### src/rtl/clkloop_if.sv
// clkloop_if: error-word input, gain and filtered-output bundle for the loop-filter sequencer
interface clkloop_if;
    logic [15:0] tin;
    logic [15:0] fin;
    logic        iv;
    logic        clr;
    logic        frz;
    logic [3:0]  kpt;
    logic [3:0]  kit;
    logic [3:0]  kpf;
    logic [3:0]  kif;
    logic [15:0] tadj;
    logic [23:0] fadj;
    logic        ov;
    logic        busy;
    logic        ovr;
    modport master (
        output tin, fin, iv, clr, frz, kpt, kit, kpf, kif,
        input  tadj, fadj, ov, busy, ovr
    );
    modport slave (
        input  tin, fin, iv, clr, frz, kpt, kit, kpf, kif,
        output tadj, fadj, ov, busy, ovr
    );
endinterface

### src/rtl/clkloop.sv
// clkloop: timing and frequency PI loop filters sharing one saturating 24-bit adder
module clkloop (
    input logic     clk,
    input logic     rst,
    clkloop_if.slave lf
);
    typedef enum logic [2:0] {IDLE, TI, TO, FI, FO} state_t;
    state_t             state_q, state_d;
    logic signed [23:0] ti_q, ti_d, fi_q, fi_d;
    logic [15:0]        et_q, et_d, ef_q, ef_d;
    logic [15:0]        tv_q, tv_d;
    logic [15:0]        tadj_q, tadj_d;
    logic [23:0]        fadj_q, fadj_d;
    logic               ov_q, ov_d, ovr_q, ovr_d;
    logic               tsel;
    logic signed [23:0] add_a, add_s, add_y;
    logic [15:0]        add_e;
    logic [3:0]         add_k;
    logic signed [24:0] add_sum;
    // Shared adder: operands steered by state, result clamped to the 24-bit signed range
    always_comb begin
        tsel    = state_q == TI || state_q == TO;
        add_a   = tsel ? ti_q : fi_q;
        add_e   = tsel ? et_q : ef_q;
        add_k   = state_q == TI ? lf.kit : state_q == TO ? lf.kpt : state_q == FI ? lf.kif : lf.kpf;
        add_s   = $signed({add_e, 8'b0}) >>> add_k;
        add_sum = {add_a[23], add_a} + {add_s[23], add_s};
        add_y   = add_sum[24] != add_sum[23] ? (add_sum[24] ? 24'h800000 : 24'h7FFFFF) : add_sum[23:0];
    end
    // Sequencer: one adder operation per state, clr overrides integrator writes
    always_comb begin
        state_d = state_q;
        et_d    = et_q;
        ef_d    = ef_q;
        ti_d    = ti_q;
        fi_d    = fi_q;
        tv_d    = tv_q;
        tadj_d  = tadj_q;
        fadj_d  = fadj_q;
        ov_d    = 1'b0;
        ovr_d   = ovr_q | (lf.iv && state_q != IDLE);
        case (state_q)
            IDLE: if (lf.iv) begin
                et_d    = lf.tin;
                ef_d    = lf.fin;
                state_d = TI;
            end
            TI: begin
                ti_d    = lf.frz ? ti_q : add_y;
                state_d = TO;
            end
            TO: begin
                tv_d    = add_y[23:8];
                state_d = FI;
            end
            FI: begin
                fi_d    = lf.frz ? fi_q : add_y;
                state_d = FO;
            end
            FO: begin
                tadj_d  = tv_q;
                fadj_d  = add_y;
                ov_d    = 1'b1;
                state_d = IDLE;
            end
            default: state_d = IDLE;
        endcase
        if (lf.clr) begin
            ti_d  = '0;
            fi_d  = '0;
            ovr_d = 1'b0;
        end
    end
    // State and datapath registers
    always_ff @(posedge clk) begin
        if (rst) begin
            state_q <= IDLE;
            et_q    <= '0;
            ef_q    <= '0;
            ti_q    <= '0;
            fi_q    <= '0;
            tv_q    <= '0;
            tadj_q  <= '0;
            fadj_q  <= '0;
            ov_q    <= 1'b0;
            ovr_q   <= 1'b0;
        end else begin
            state_q <= state_d;
            et_q    <= et_d;
            ef_q    <= ef_d;
            ti_q    <= ti_d;
            fi_q    <= fi_d;
            tv_q    <= tv_d;
            tadj_q  <= tadj_d;
            fadj_q  <= fadj_d;
            ov_q    <= ov_d;
            ovr_q   <= ovr_d;
        end
    end
    assign lf.tadj = tadj_q;
    assign lf.fadj = fadj_q;
    assign lf.ov   = ov_q;
    assign lf.busy = state_q != IDLE;
    assign lf.ovr  = ovr_q;
endmodule

### src/flat_wrapper.sv
// flat-port wrapper written by rule: the top's interface ports become plain ports
module clkloop_flat 
  (clk, rst, lf_tin, lf_fin, lf_iv, lf_clr, lf_frz, lf_kpt, lf_kit, lf_kpf, lf_kif, lf_tadj, lf_fadj, lf_ov, lf_busy, lf_ovr);
  clkloop_if lf_i ();
  input logic clk;
  input logic rst;
  input wire logic [$bits(lf_i.tin)-1:0] lf_tin;
  input wire logic [$bits(lf_i.fin)-1:0] lf_fin;
  input wire logic [$bits(lf_i.iv)-1:0] lf_iv;
  input wire logic [$bits(lf_i.clr)-1:0] lf_clr;
  input wire logic [$bits(lf_i.frz)-1:0] lf_frz;
  input wire logic [$bits(lf_i.kpt)-1:0] lf_kpt;
  input wire logic [$bits(lf_i.kit)-1:0] lf_kit;
  input wire logic [$bits(lf_i.kpf)-1:0] lf_kpf;
  input wire logic [$bits(lf_i.kif)-1:0] lf_kif;
  output wire logic [$bits(lf_i.tadj)-1:0] lf_tadj;
  output wire logic [$bits(lf_i.fadj)-1:0] lf_fadj;
  output wire logic [$bits(lf_i.ov)-1:0] lf_ov;
  output wire logic [$bits(lf_i.busy)-1:0] lf_busy;
  output wire logic [$bits(lf_i.ovr)-1:0] lf_ovr;
  assign lf_i.tin = lf_tin;
  assign lf_i.fin = lf_fin;
  assign lf_i.iv = lf_iv;
  assign lf_i.clr = lf_clr;
  assign lf_i.frz = lf_frz;
  assign lf_i.kpt = lf_kpt;
  assign lf_i.kit = lf_kit;
  assign lf_i.kpf = lf_kpf;
  assign lf_i.kif = lf_kif;
  assign lf_tadj = lf_i.tadj;
  assign lf_fadj = lf_i.fadj;
  assign lf_ov = lf_i.ov;
  assign lf_busy = lf_i.busy;
  assign lf_ovr = lf_i.ovr;
  clkloop u_core (.clk(clk), .rst(rst), .lf(lf_i));
endmodule
### config.mk
export PLATFORM = sky130hd
export DESIGN_NAME = clkloop_flat
export DESIGN_NICKNAME = d
export VERILOG_FILES = /design/src/rtl/clkloop_if.sv /design/src/rtl/clkloop.sv /design/src/flat_wrapper.sv
export SDC_FILE = /design/constraint.sdc
export NUM_CORES = 1
export LEC_CHECK = 0
export BUFFER_PORTS_ARGS = -buffer_cell sky130_fd_sc_hd__buf_2
export CAP_MARGIN = 20
export CORE_MARGIN = 5
export CORE_UTILIZATION = 45
export DETAILED_ROUTE_END_ITERATION = 10
export PLACE_DENSITY = 0.62
export SETUP_SLACK_MARGIN = 0.05
export SLEW_MARGIN = 20
export SYNTH_ARGS = -nofsm -noshare
export SYNTH_HDL_FRONTEND = slang
export SYNTH_SLANG_ARGS = --single-unit
### constraint.sdc
create_clock -name clk -period 7.2 [get_ports clk]
set_input_delay 1.44 -clock clk [delete_from_list [all_inputs] [get_ports clk]]
set_output_delay 1.44 -clock clk [all_outputs]
set_load 0.01 [all_outputs]
Word level (Yosys, flattened, before mapping)
Index checks and enable logic that the tools add are counted.
Operators by class
  equality and inequality tests: 6
  muxes and demuxes: 10
  shift operators: 1
  reductions and logical operators: 8
  add/subtract/negate cells: 1
  bitwise gates (word level): 2
Operators with widths (number)
  24-bit two-way mux: 3
  24-bit by 24-bit adder with 25-bit output: 1
  24-bit by 4-bit >>> shifter with 24-bit output: 1
  16-bit two-way mux: 1
  4-bit two-way mux: 3
  3-bit case mux with 4 select lines: 1
  3-bit by 2-bit equality test with 1-bit output (second input constant): 2
  2-bit AND reduction: 3
  3-bit by 1-bit equality test with 1-bit output (second input constant): 1
  3-bit equality test (second input constant): 1
  3-bit logical NOT: 1
  3-bit two-way mux: 1
  3-bit nonzero test: 1
  2-bit inequality test (second input constant): 1
  2-bit OR reduction: 1
  1-bit logical AND: 1
  1-bit logical OR: 1
  1-bit two-way mux: 1
  1-bit inequality test: 1
  1-bit NOT: 1
  1-bit OR: 1
Storage, ports and cells
  input bits: 53
  output and inout port bits: 43
  bits in registers: 141

Logic depth before layout (Yosys ltp)
  word-level depth: 8
  depth in mapped cells: 23

Least setup slack after synthesis
Ideal clock, no wire load.
  path kind: input to register
  start point: input port lf_kif[0]
  end point: register u_core.fadj_q[20] (netlist: u_core.lf.fadj[20])
  setup slack: 1.733 ns
  required time: 7.063 ns
  data arrival time: 5.329 ns
  cell stages on the path: 18
  cell sequence: mux2i_1 -> a2bb2oi_2 -> o21ai_2 -> buf_2 -> nor2_1 -> or3b_1 -> mux2_2 -> mux4_2 -> ha_1 -> nand4_1 -> a2111oi_0 -> nand2_1 -> a311oi_2 -> or2_1 -> a31oi_4 -> buf_4 -> a21oi_2 -> a211oi_1
On the way
  word-level cells in the longest chain between the ends: 7
  elaborated cells between the ends (all ways): 8
  those cells by class: add/sub (1); eq/ne (1); shift (1); mux (5)
Ends and longest elaborated chain
  start: declaration: RTL line flat_wrapper.sv:15  | input wire logic [$bits(lf_i.kif)-1:0] lf_kif;
  4-bit two-way mux (*) (3 in a row): RTL line clkloop.sv:25  | add_k = state_q == TI ? lf.kit : state_q == TO ? lf.kpt : state_q == FI ? lf.kif : lf.kpf;
  24-bit by 4-bit >>> shifter with 24-bit output (*): RTL line clkloop.sv:26  | add_s = $signed({add_e, 8'b0}) >>> add_k;
  24-bit by 24-bit adder with 25-bit output (*): RTL line clkloop.sv:27  | add_sum = {add_a[23], add_a} + {add_s[23], add_s};
  24-bit two-way mux or 1-bit inequality test (tied branches): RTL line clkloop.sv:28  | add_y = add_sum[24] != add_sum[23] ? (add_sum[24] ? 24'h800000 : 24'h7FFFFF) : add_sum[23:0];
  24-bit two-way mux (*): RTL line clkloop.sv:28
  end signal: assignment: RTL line clkloop.sv:95  | fadj_q <= fadj_d;
  end: declaration: RTL line clkloop.sv:13  | logic [23:0] fadj_q, fadj_d;
Mark *: on every way between the ends. The rest lies on a longest branch, timed or not.
A chain may end at the register's enable or synchronous reset.

Final worst setup path
  start point: input port lf_kif[0]
  end point: register u_core.fadj_q[7] (netlist: u_core.lf.fadj[7])
The elaborated chain is that of the path after synthesis.

==> results_dict.tcl <==
set metrics [dict create \
    grt_pass1_vias 6809 \
    met1_usage 0.338 \
    wl_per_cell_um 17.8 \
    fp.dieArea_um2 20200 \
    grt-busiest-layer "met2" \
    cts_tree "yes" \
    cp-end-kind "register" \
    drc_errors 0 \
    syn_inst 1031 \
    cts_setup_buffers 0 \
    endpoint "u_core.lf.fadj[7]" \
    holdBufCountCts 0 \
    cts_resized 0 \
    cts_root_buf "clkbuf_16" \
    p_clk_frac 0.376 \
    crit_start "lf_kif[0]" \
    grt_pass1_wl_mm 37.2 \
    dr.first_iter.drc_count 544 \
    syn2layout_area_growth_pct 14.5 \
    syn-mean-instance-area_um2 7.63 \
    max_cap_violations 0 \
    core_um2 17200 \
    antenna_cells 0 \
    synth_top_area_cell "dfxtp_1" \
    cp.depth 19 \
    worstSetupPathType "in -> reg" \
    fin_crit_sh 0.881 \
    swShare 0.348 \
    fin_cells 1320 \
    hpwl_mm 17.1 \
    worst_slew_pin_slew_ns 1.03 \
    ir_drop_mv 0.173 \
    num_rows 48 \
    dr.pass1.iters 6 \
    cp_num_buf_inv 3 \
    clock-skew-final_ns 0.00953 \
    cpLargestDelayFamily "compound AO/OA/AOI/OAI gates" \
    ctsLongestPathBuffers 2 \
    p_sw_uw 813 \
    synth_cell_types 70 \
    drv_slew 0 \
    grt_setup_unrepaired "false" \
    nFillCells 1721 \
    synth_nets 1109 \
    critical_path.max_fanout 27 \
    crit_arrival_ns 6.61 \
    grt.overflow.total 0 \
    seqPwrFrac 0.362 \
    fin_crit_ns 6.34 \
    grt_util_met2 0.347 \
    worst-endpoint-required_ns 7.47 \
    synth_most_common_cell "nand2_1" \
    cts_buffers 17 \
    wirelength_mm 23.5 \
    initial_utilization 0.457 \
    synth_edf_count 0 \
    clk_latency_ns 0.43 \
    preCtsSetupSlack_ns 0.458 \
    hold_class "reg -> reg" \
    netlist_area_um2 7870 \
    r2r-start "u_core.state_q[1]" \
    finalHoldViolCount 0 \
    via_count 7461 \
    synth_seq_cells 141 \
    slowest_delay_ns 0.79 \
    cts.htree.levels 4 \
    clkSlewWorstSetupHoldPaths_ns 0.06 \
    setup_viol 0 \
    synthArstFlopShare 0 \
    tns_ns 0 \
    startpoint_type "input pin" \
    yosys-top-cells-area "dfxtp_1 (36%), nand2_1 (11%), a21oi_1 (9.2%), o21ai_0 (4.6%), a211oi_1 (4.6%)" \
    gp_congestion 0.926 \
    p_leak_nw 3.71 \
    io_pins 96 \
    grt_max_degree 60 \
    synth_top_flop_cell "dfxtp_1" \
    viasPerCell 5.65 \
    status "finished, final reports clean" \
    dp.cells 1288 \
    yosysWarnings 0 \
    max_freq_ghz 0.158 \
    comb_power_share 0.263 \
    io_buffer_count 95 \
    synth_top_area_share 0.359 \
    ys_seq_area_frac 0.359 \
    r2r_cells 18 \
    setup_slack_ns 0.859 \
    p_int_mw 1.52 \
    drtAntennaViolNets 0 \
    p_per_area_nw_per_um2 259 \
    r2r-end "u_core.lf.fadj[7]" \
    fp.dieH_um 142 \
    relSlewSlack 0.314 \
    reg2reg_slack_ns 1.00 \
    num-nets-final 1160 \
    layout-drive-gt1-share 0.175 \
    grt_antenna_before_repair 0 \
    fp.dieW_um 142 \
    cts_sinks 141 \
    use_met3 0.0544 \
    slowest_stage "o21ai_2" \
    grtUsageTotal 0.232 \
    crit_chain "buf_2, mux2i_1, a2bb2oi_2, o21ai_2, buf_4, a21oi_1, a311o_1, mux2_2, mux4_2, ha_1, nand4_1, a2111oi_0, nand2_1, a311oi_2, or2_1, a31oi_4, buf_4, a21oi_1, a211oi_1" \
    synth_top_cells_by_count "nand2_1 (224), a21oi_1 (144), dfxtp_1 (141)" \
]
[power by group through the flow]
stage / registers, mW / clock network [mW] / logic [mW]
global route: 0.848 / 0.921 / 0.673
global placement: 0.860 / 0 / 0.605
CTS: 0.843 / 0.891 / 0.605
floorplan: 0.848 / 0 / 0.446
detailed placement: 0.860 / 0 / 0.603
finish: 0.844 / 0.877 / 0.613
[worst min-delay path, cell delays in order, from the launching register on]
cell,delay (ns)
dfxtp_1,0.31
nand2_1,0.05
a21oi_1,0.05
[worst min path at each step]
stage / start / endpoint / slack, ns / depth (start not counted)
6_report: u_core.lf.tadj[10] / u_core.lf.tadj[10] / 0.45 / 2
5_1_grt: u_core.lf.tadj[3] / u_core.lf.tadj[3] / 0.47 / 2
4_1_cts: u_core.tv_q[7] / u_core.lf.tadj[7] / 0.45 / 2
3_5_place_dp: u_core.lf.tadj[8] / u_core.lf.tadj[8] / 0.44 / 2
3_3_place_gp: u_core.tv_q[7] / u_core.lf.tadj[7] / 0.44 / 2
2_1_floorplan: u_core.ef_q[8] / u_core.ef_q[8] / 0.43 / 2
[layout make-up]
class	count	area (um^2)	area share
clock buffers	18	439	0.0487
clock inverters	14	149	0.0165
inverters	9	33.8	0.00375
multi-input cells	805	4710	0.523
flip-flops and latches	141	2820	0.313
well taps	225	282	0.0312
repair buffers	108	573	0.0636
[metrics by stage]
stage | hold slack, ns | util | total power [mW] | cell area, um^2
after floorplan | 0.432 | - | 1.29 | 7870
after global placement | 0.440 | 0.488 | 1.47 | 8420
after detailed placement | 0.444 | 0.488 | 1.46 | 8420
after CTS | 0.452 | 0.523 | 2.34 | 9010
after global routing | 0.470 | 0.523 | 2.44 | 9010
final | 0.450 | 0.523 | 2.34 | 9010
[layout by cell type, fill, tap and decap left out, types with 17 or more instances in the layout]
| cell | instances |
|---|---|
| dfxtp_1 | 141 |
| clkbuf_16 | 17 |
| ha_1 | 24 |
| a21oi_1 | 144 |
| mux2i_1 | 17 |
| buf_2 | 95 |
| nand2_1 | 223 |
| nor2_1 | 76 |
| a211oi_1 | 48 |
| o21ai_0 | 72 |
[routing by layer]
layer,part of all wire,vias to the layer above
met5,0,-
met4,0.015,0
met3,0.063,28
met2,0.43,201
met1,0.49,3471
li1,-,3761
[kinds of logic (layout without fill, tap and decap cells)]
group / count (synthesis) / after routing / share of synthesized area
buf+inv: 85 / 149 / 0.0455
xor+xnor: 19 / 19 / 0.0221
simple gates: 367 / 367 / 0.195
fa+ha+maj: 25 / 25 / 0.0407
flops: 141 / 141 / 0.359
compound gates: 361 / 361 / 0.290
mux: 33 / 33 / 0.0488
[sequential cells by signal, summed over array words and instances (netlist names)]
name	cells
u_core.tv_q	16
u_core.lf.ov	1
u_core.fi_q	24
u_core.lf.fadj	24
u_core.lf.tadj	16
u_core.ti_q	24
u_core.et_q	16
u_core.ef_q	16
u_core.state_q	3
u_core.lf.ovr	1
Power figures use the tool's default switching activity.
